**src/rtl/cmp_stream_unit.sv**
```systemverilog
// Streaming compare/min/max unit with a one-deep output register and a running
// min/max accumulator that counts the samples it has absorbed.
//
// state       | meaning
// ------------+-------------------------------------------------------------
// ST_EMPTY    | accumulator holds no sample; next ACC op loads a directly
// ST_TRACKING | accumulator holds a value; ACC ops fold a into it
module cmp_stream_unit #(
  parameter int WIDTH = 16,
  parameter int CNT_W = 8
) (
  input  logic             clk,
  input  logic             rst,
  input  logic [WIDTH-1:0] a,
  input  logic [WIDTH-1:0] b,
  input  logic [3:0]       alu_fun,
  input  logic             signed_mode,
  input  logic             in_valid,
  output logic             in_ready,
  input  logic             clr_acc,
  output logic [WIDTH-1:0] out_data,
  output logic             out_flag,
  output logic             out_valid,
  input  logic             out_ready,
  output logic [CNT_W-1:0] acc_count
);

  localparam logic [3:0] OP_EQ      = 4'b1001;
  localparam logic [3:0] OP_GT      = 4'b1010;
  localparam logic [3:0] OP_LT      = 4'b1011;
  localparam logic [3:0] OP_MIN     = 4'b1100;
  localparam logic [3:0] OP_MAX     = 4'b1101;
  localparam logic [3:0] OP_ACC_MIN = 4'b1110;
  localparam logic [3:0] OP_ACC_MAX = 4'b1111;

  typedef enum logic {
    ST_EMPTY    = 1'b0,
    ST_TRACKING = 1'b1
  } st_t;

  st_t              state_q, state_d;
  logic [WIDTH-1:0] acc_q, acc_d;
  logic [CNT_W-1:0] cnt_q, cnt_d;
  logic [WIDTH-1:0] res_data;
  logic             res_flag;
  logic             xfer_in;
  logic             is_acc_op;
  logic             load_fresh;

  function automatic logic less_than(input logic [WIDTH-1:0] x,
                                     input logic [WIDTH-1:0] y,
                                     input logic             sgn);
    if (sgn) return $signed(x) < $signed(y);
    return x < y;
  endfunction

  assign in_ready   = !out_valid || out_ready;
  assign xfer_in    = in_valid && in_ready;
  assign is_acc_op  = (alu_fun == OP_ACC_MIN) || (alu_fun == OP_ACC_MAX);
  // A clear on the same transfer makes the ACC op behave as a fresh load.
  assign load_fresh = clr_acc || (state_q == ST_EMPTY);
  assign acc_count  = cnt_q;

  always_comb begin
    state_d = state_q;
    acc_d   = acc_q;
    cnt_d   = cnt_q;
    if (xfer_in) begin
      if (clr_acc) begin
        state_d = ST_EMPTY;
        acc_d   = '0;
        cnt_d   = '0;
      end
      if (is_acc_op) begin
        if (load_fresh) begin
          state_d = ST_TRACKING;
          acc_d   = a;
          cnt_d   = CNT_W'(1);
        end else begin
          if (alu_fun == OP_ACC_MIN)
            acc_d = less_than(a, acc_q, signed_mode) ? a : acc_q;
          else
            acc_d = less_than(acc_q, a, signed_mode) ? a : acc_q;
          cnt_d = (cnt_q == '1) ? cnt_q : cnt_q + CNT_W'(1);
        end
      end
    end
  end

  always_comb begin
    res_data = '0;
    res_flag = 1'b0;
    case (alu_fun)
      OP_EQ: begin
        res_data = (a == b) ? WIDTH'(1) : '0;
        res_flag = 1'b1;
      end
      OP_GT: begin
        res_data = less_than(b, a, signed_mode) ? WIDTH'(2) : '0;
        res_flag = 1'b1;
      end
      OP_LT: begin
        res_data = less_than(a, b, signed_mode) ? WIDTH'(3) : '0;
        res_flag = 1'b1;
      end
      OP_MIN: begin
        res_data = less_than(b, a, signed_mode) ? b : a;
        res_flag = 1'b1;
      end
      OP_MAX: begin
        res_data = less_than(a, b, signed_mode) ? b : a;
        res_flag = 1'b1;
      end
      OP_ACC_MIN, OP_ACC_MAX: begin
        res_data = acc_d;
        res_flag = 1'b1;
      end
      default: begin
        res_data = '0;
        res_flag = 1'b0;
      end
    endcase
  end

  always_ff @(posedge clk or negedge rst) begin
    if (!rst) begin
      state_q <= ST_EMPTY;
      acc_q   <= '0;
      cnt_q   <= '0;
    end else begin
      state_q <= state_d;
      acc_q   <= acc_d;
      cnt_q   <= cnt_d;
    end
  end

  always_ff @(posedge clk or negedge rst) begin
    if (!rst) begin
      out_valid <= 1'b0;
      out_data  <= '0;
      out_flag  <= 1'b0;
    end else if (xfer_in) begin
      out_valid <= 1'b1;
      out_data  <= res_data;
      out_flag  <= res_flag;
    end else if (out_ready) begin
      out_valid <= 1'b0;
    end
  end

endmodule

```
**config.mk**
```make
export PLATFORM = sky130hd
export DESIGN_NAME = cmp_stream_unit
export DESIGN_NICKNAME = d
export VERILOG_FILES = /design/src/rtl/cmp_stream_unit.sv
export SDC_FILE = /design/constraint.sdc
export NUM_CORES = 1
export LEC_CHECK = 0
export CAP_MARGIN = 20
export CORE_ASPECT_RATIO = 0.7
export CORE_MARGIN = 1
export CORE_UTILIZATION = 60
export DETAILED_ROUTE_END_ITERATION = 10
export DONT_BUFFER_PORTS = 1
export PLACE_DENSITY = 0.76
export SLEW_MARGIN = 20
export SYNTH_ARGS = -nofsm -noshare
export SYNTH_HDL_FRONTEND = slang
export SYNTH_SLANG_ARGS = --single-unit
```
**constraint.sdc**
```tcl
create_clock -name clk -period 8.3 [get_ports clk]
set_clock_uncertainty 0.15 [all_clocks]
set_input_delay 1.66 -clock clk [delete_from_list [all_inputs] [get_ports clk]]
set_output_delay 1.66 -clock clk [all_outputs]
set_load 0.005 [all_outputs]
```
Yosys cells after proc, flatten, opt, wreduce, memory -nomap -nowiden
Cells that the tools add are included.
{"block": "word_totals", "ff_bits": 43, "input_bits": 42, "out_inout_bits": 27, "word_cells": 94}
{"block": "op_classes", "addsub": 1, "order_cmp": 8, "n_eq_ne": 10, "n_mux": 58, "bitwise_logic": 1, "reduce_logical": 10}
{"operator": "$mux 16", "count": 9}
{"operator": "$lt 16x16->1", "count": 8}
{"operator": "$pmux 16 s6", "count": 1}
{"operator": "$mux 1", "count": 42}
{"operator": "$mux 8", "count": 4}
{"operator": "$eq 4x4->1 const B", "count": 7}
{"operator": "$eq 16x16->1", "count": 1}
{"operator": "$add 8x1->8 const B", "count": 1}
{"operator": "$eq 8x8->1 const B", "count": 1}
{"operator": "$reduce_or 7->1", "count": 1}
{"operator": "$mux 2", "count": 2}
{"operator": "$reduce_bool 2->1", "count": 2}
{"operator": "$logic_or 1x1->1", "count": 3}
{"operator": "$ne 3x3->1 const B", "count": 1}
{"operator": "$reduce_and 3->1", "count": 1}
{"operator": "$reduce_or 2->1", "count": 1}
{"operator": "$logic_and 1x1->1", "count": 1}
{"operator": "$logic_not 1->1", "count": 1}
{"operator": "$not 1->1", "count": 1}

Longest topological paths before layout
{"block": "logic_depth", "word_depth": 16, "ltp_mapped": 14, "mapped_depth_nobuf": 11}

Worst setup path before layout
Ideal clock, no wire load.
{"block": "synth_path", "kind": "in2reg", "start": "input a[3]", "end": "register out_data[10]", "setup_time_ns": 0.126, "t_arrival_ns": 4.070, "required_time_ns": 8.024, "path_slack_ns": 3.954, "cell_stages": 12, "n_path_buf": 1, "cell_sequence": "inv_1 ha_1 a21o_1 a211o_1 o311a_1 nor3_2 a211o_1 o311ai_1 mux2_4 nor2b_4 buf_6 a221o_1"}
{"block": "synth_between", "elab_chain_cells": 13, "word_cells_on_any_way": 35, "classes_between": "order compare (8); mux (27)"}
{"item": "from (decl)", "line": "14", "source": "input logic [WIDTH-1:0] a,"}
{"item": "$lt 16x16->1", "line": "53", "source": "if (sgn) return $signed(x) < $signed(y);"}
{"item": "$mux 1", "line": "53"}
{"item": "$mux 1", "line": "54", "source": "return x < y;"}
{"item": "$mux 1", "line": "80", "source": "if (alu_fun == OP_ACC_MIN)"}
{"item": "$mux 1", "line": "75", "source": "if (load_fresh) begin"}
{"item": "$mux 1", "line": "74", "source": "if (is_acc_op) begin"}
{"item": "$mux 1", "line": "68", "source": "if (xfer_in) begin"}
{"item": "$mux 16, on equally long branches", "line": "83, 81"}
{"item": "$mux 16", "line": "80"}
{"item": "$mux 16", "line": "75"}
{"item": "$mux 16", "line": "74"}
{"item": "$mux 16", "line": "68"}
{"item": "$pmux 16 s6 (*)", "line": "93", "source": "case (alu_fun)"}
{"item": "to (signal assigned)", "line": "144", "source": "out_data <= res_data;"}
{"item": "to (decl)", "line": "21", "source": "output logic [WIDTH-1:0] out_data,"}
Mark *: on every way between the ends. The rest lies on a longest branch, timed or not. The select of a mux whose other input is x is not followed.
A chain may end at the register's enable or synchronous reset.

Worst setup path in the final report
{"block": "layout_path", "start": "input a[15]", "end": "register acc_q[11]"}
{"block": "layout_between", "elab_chain_cells": 12, "word_cells_on_any_way": 22, "classes_between": "order compare (4); mux (18)"}
{"item": "$lt 16x16->1", "line": "53"}
{"item": "$mux 1", "line": "53"}
{"item": "$mux 1", "line": "54"}
{"item": "$mux 1", "line": "80"}
{"item": "$mux 1", "line": "75"}
{"item": "$mux 1", "line": "74"}
{"item": "$mux 1", "line": "68"}
{"item": "$mux 16, on equally long branches", "line": "83, 81"}
{"item": "$mux 16 (*)", "line": "80"}
{"item": "$mux 16 (*)", "line": "75"}
{"item": "$mux 16 (*)", "line": "74"}
{"item": "$mux 16 (*)", "line": "68"}
{"item": "net acc_d[11]", "line": "42", "source": "logic [WIDTH-1:0] acc_q, acc_d;"}
{"item": "to (signal assigned)", "line": "128", "source": "acc_q <= '0;"}
{"item": "to (signal assigned)", "line": "132", "source": "acc_q <= acc_d;"}
{"item": "to (decl)", "line": "42"}
The timed path passes the listed nets; every way through them passes the cells marked *. The select of a mux whose other input is x is not followed.

==> flow_metrics.py <==
metrics = {
    "routing": {
        "detail_route.drc_violations": 12,
        "detail_route.wl_per_cell_um": 19.46,
        "routedLengthMet1_um": 4480,
        "drt-vias-per-instance": 6.564,
        "detail-route-antenna-nets": 0,
        "drt_first_iter_violations": 266,
        "dr_total_vias": 3269,
        "top_layer_used": "met4",
        "met3_routed_wirelength_um": 931,
        "met2WireLength_um": 4109,
        "detailedRoute.firstPassIterationCount": 8,
        "routed_wire_length_um": 9693,
    },
    "global_route": {
        "overflow": 0,
        "global_route.usage.total": 0.3043,
        "grt_pass1_vias": 3124,
        "number_of_antenna_violations_at_the_first_check_in_global_routing": 0,
        "grt_max_degree": 44,
        "wire_length_of_the_first_global_routing_pass_um": 15530,
    },
    "power_and_ir_drop": {
        "pwr_density_cell_nw_per_um2": 139.2,
        "power_frac_seq": 0.441,
        "power.clock.fraction": 0.313,
        "switching_share": 0.3158,
        "power.switching_uw": 175.1,
        "internal-power_uw": 379.4,
        "power.share.combinational": 0.245,
        "p_leak_uw": 0.002064,
        "peakVddDrop_mv": 0.1018,
    },
    "synthesis": {
        "synth_cells": 429,
        "synth_top_cells_by_area": "sky130_fd_sc_hd__dfrtp_1 (28%), sky130_fd_sc_hd__ha_1 (21%), sky130_fd_sc_hd__a22o_1 (7.1%), sky130_fd_sc_hd__inv_1 (5.2%), sky130_fd_sc_hd__a21o_1 (3.9%)",
        "synthDistinctLibCells": 53,
        "most_area_hungry_cell_type_in_the_yosys_netlist": "sky130_fd_sc_hd__dfrtp_1",
        "share_of_the_yosys_chip_area_belonging_to_registers": 0.2799,
        "yosys_register_bits": 43,
        "syn-mean-instance-area_um2": 8.963,
        "synthesis.yosys.warnings": 0,
        "area_share_of_the_largest_cell_type_after_synthesis": 0.2799,
        "synth.net_count": 536,
        "netlist_area_um2": 3845,
    },
    "placement": {
        "post_dp_cell_area_um2": 3865,
        "dpl_worst_slack_ps": 2902,
        "dp_hpwl_um": 7071,
        "port_buffers": 0,
        "final_wtd_congestion": 0.8689,
    },
    "clock_tree": {
        "cts_hold_buffers": 0,
        "max-clock-path-buffers": 2,
        "total_clock_buffers_created_by_cts": 5,
        "clkSinkCount": 43,
        "postCtsSetupRepairBufs": 0,
        "tritoncts": "done",
        "cts-root-buf": "sky130_fd_sc_hd__clkbuf_8",
        "ctsHtreeMaxLevel": 2,
        "worstSkewPairLatency_ps": 310,
        "cts.repair.resized": 0,
        "clk_pin_slew_worst_setup_hold_paths_ps": 90,
    },
    "critical_path": {
        "critical_setup_path_class": "input pin to flop",
        "critical_path.endpoint_type": "flop",
        "worst_ep_required_time_ps": 8390,
        "r2r-start": "acc_q[15]",
        "cp_num_buf_inv": 1,
        "crit_slowest_cell": "sky130_fd_sc_hd__nand2b_1",
        "cp-start-kind": "input pin",
        "cp_cell_sequence": "inv_1, ha_1, nand4_4, nor4_2, a221oi_1, mux2i_1, a211oi_4, nor3_4, nand2b_1, a22o_1",
        "path_delay_family": "simple AND/OR/NAND/NOR gates",
        "cp_launch_point": "a[15]",
        "crit_arrival_ps": 4990,
        "crit_path_max_fanout": 16,
        "max_stage_delay_ps": 730,
    },
    "sta": {
        "worstMarginPinSlew_ps": 852.9,
        "finalSetupViolCount": 0,
        "layout_worst_path_cycle_share": 0.5896,
        "max_clock_freq_ghz": 0.2043,
        "final-hold-violation-count": 0,
        "setup_total_negative_slack_ps": 0,
        "timing.final.ws_setup_ps": 3406,
        "rsz_0062_raised_after_global_routing": "no",
        "report.final.slew_viol_count": 0,
        "timing.final.crit_period_ps": 4894,
        "relSlewSlack": 0.4313,
    },
    "status": {
        "violated_checks": "design-rule violations",
        "run_status": "finished, violations left",
    },
    "floorplanning": {
        "floorplan.io_pins": 69,
        "total_die_area_um2": 6737,
        "initial_utilization": 0.6455,
        "fp.dieH_um": 68.98,
        "coreArea_um2": 5957,
        "die_width_um": 97.68,
        "num_rows": 23,
    },
    "layout": {
        "layout_cells_sized_above_1": 0.05201,
        "finish.net_count": 529,
        "layout-area-overhead-vs-synth_pct": 3.612,
        "fillCellCount": 486,
        "antenna_diode_instance_count": 0,
        "final_util": 0.6688,
        "stdcell_area_um2": 3984,
    },
    "hold_path": {
        "hold_path_startpoint": "state_q",
        "worst_hold_path_type": "flop to flop",
    },
    "run": {
        "max_cap_violations": 0,
    },
}
[synthesized netlist by cell type (all sizes together)]
cell / count
and3: 6
a22o: 31
nor4: 3
a21oi: 26
o311a: 2
o21a: 3
mux2: 2
a221o: 14
o211ai: 2
clkbuf: 8
mux2i: 2
or4b: 1
nor2: 25
ha: 65
o2111a: 2
a211oi: 4
a2111o: 1
inv: 53
xnor2: 1
nand2b: 5
nand3b: 2
nor2b: 4
buf: 7
nand4b: 2
and2: 1
nand3: 5
dfrtp: 43
a31oi: 4
a21o: 20
o311ai: 3
a22oi: 2
nor3: 7
nand2: 32
o21ai: 27
nor3b: 1
o32a: 1
a211o: 2
a221oi: 1
nand4: 8
o31ai: 1
[power by group through the flow]
stage	sequential [uW]	combinational, uW	clock, uW
global placement	248	129	0
floorplan	243	110	0
finish	245	136	174
global route	248	152	182
detailed placement	249	132	0
CTS	245	134	173
[flip-flops by register name, indices dropped and copies added (netlist names)]
signal and flops:
acc_q 16, out_data 16, acc_count 8, out_flag 1, out_valid 1, state_q 1
[kinds of logic (layout without fill, tap and decap cells)]
logic type                 after synthesis  after routing  synth area share
muxes                                    4              4           0.01204
AOI/OAI and AO/OA                      146            146            0.2795
xor gates and xnor gates                 1              1          0.002278
buffers and inverters                   68             62           0.07289
DFF                                     43             43            0.2799
and+or+nand+nor                        102            102            0.1419
adders and majority gates               65             65            0.2115
[cell usage in the layout (no fill, tap or decap), drive strengths merged, types with 2 or more instances in the layout]
cell / Yosys / layout
o311a: 2 / 2
inv: 53 / 53
a221o: 14 / 14
and3: 6 / 6
a211oi: 4 / 4
clkinv: 0 / 2
nand2b: 5 / 5
nand4b: 2 / 2
nor3: 7 / 7
clkbuf: 8 / 5
a22o: 31 / 31
a21oi: 26 / 26
nand2: 32 / 32
o21ai: 27 / 27
nor4: 3 / 3
a31oi: 4 / 4
ha: 65 / 65
dfrtp: 43 / 43
mux2i: 2 / 2
a211o: 2 / 2
o211ai: 2 / 2
o311ai: 3 / 3
nand4: 8 / 8
nor2b: 4 / 4
a22oi: 2 / 2
o2111a: 2 / 2
a21o: 20 / 20
o21a: 3 / 3
nand3: 5 / 5
nand3b: 2 / 2
nor2: 25 / 25
mux2: 2 / 2
[final timing paths]
path                                end  slack, ps  cells past startpoint
min reg2reg                     state_q        360                      2
max in group asynchronous  out_data[11]       7030                      0
max reg2reg                   acc_q[11]       4350                      9
max                           acc_q[11]       3410                     10
min                             state_q        360                      2
min in group asynchronous   out_data[3]        870                      0
[worst reg2reg max path: stages (launching register included)]
cell and delay [ps]:
sky130_fd_sc_hd__dfrtp_1 430, sky130_fd_sc_hd__ha_1 470, sky130_fd_sc_hd__nand4_4 180, sky130_fd_sc_hd__nor4_2 430
sky130_fd_sc_hd__a221oi_1 190, sky130_fd_sc_hd__mux2i_1 280, sky130_fd_sc_hd__a211oi_4 100, sky130_fd_sc_hd__nor3_4 660
sky130_fd_sc_hd__nand2b_1 730, sky130_fd_sc_hd__a22o_1 260
[stage by stage]
step / total power (uW) / hold WS [ps] / cells
2_1_floorplan: 353.6 / 309.2 / 429
3_3_place_gp: 377.2 / 334.1 / 490
3_5_place_dp: 381.0 / 335.4 / 490
4_1_cts: 552.2 / 359.1 / 498
5_1_grt: 581.1 / 418.7 / 498
6_report: 554.5 / 357.6 / 498
[area by class of cell]
type	instances	area (um^2)	share of cell area
inverter	53	198.9	0.04994
timing repair buffer	1	7.507	0.001884
clock inverter	3	43.79	0.01099
multi-input combinational	318	2495	0.6263
tap	75	93.84	0.02356
clock buffer	5	68.82	0.01727
sequential	43	1076	0.2701
[per-layer routing]
layer  up-vias  GRT usage
li1       1551          -
met1      1544     0.4024
met2       155     0.4885
met3        19    0.08569
met4         0    0.09848
met5         -          0
Power figures use the tool's default switching activity.
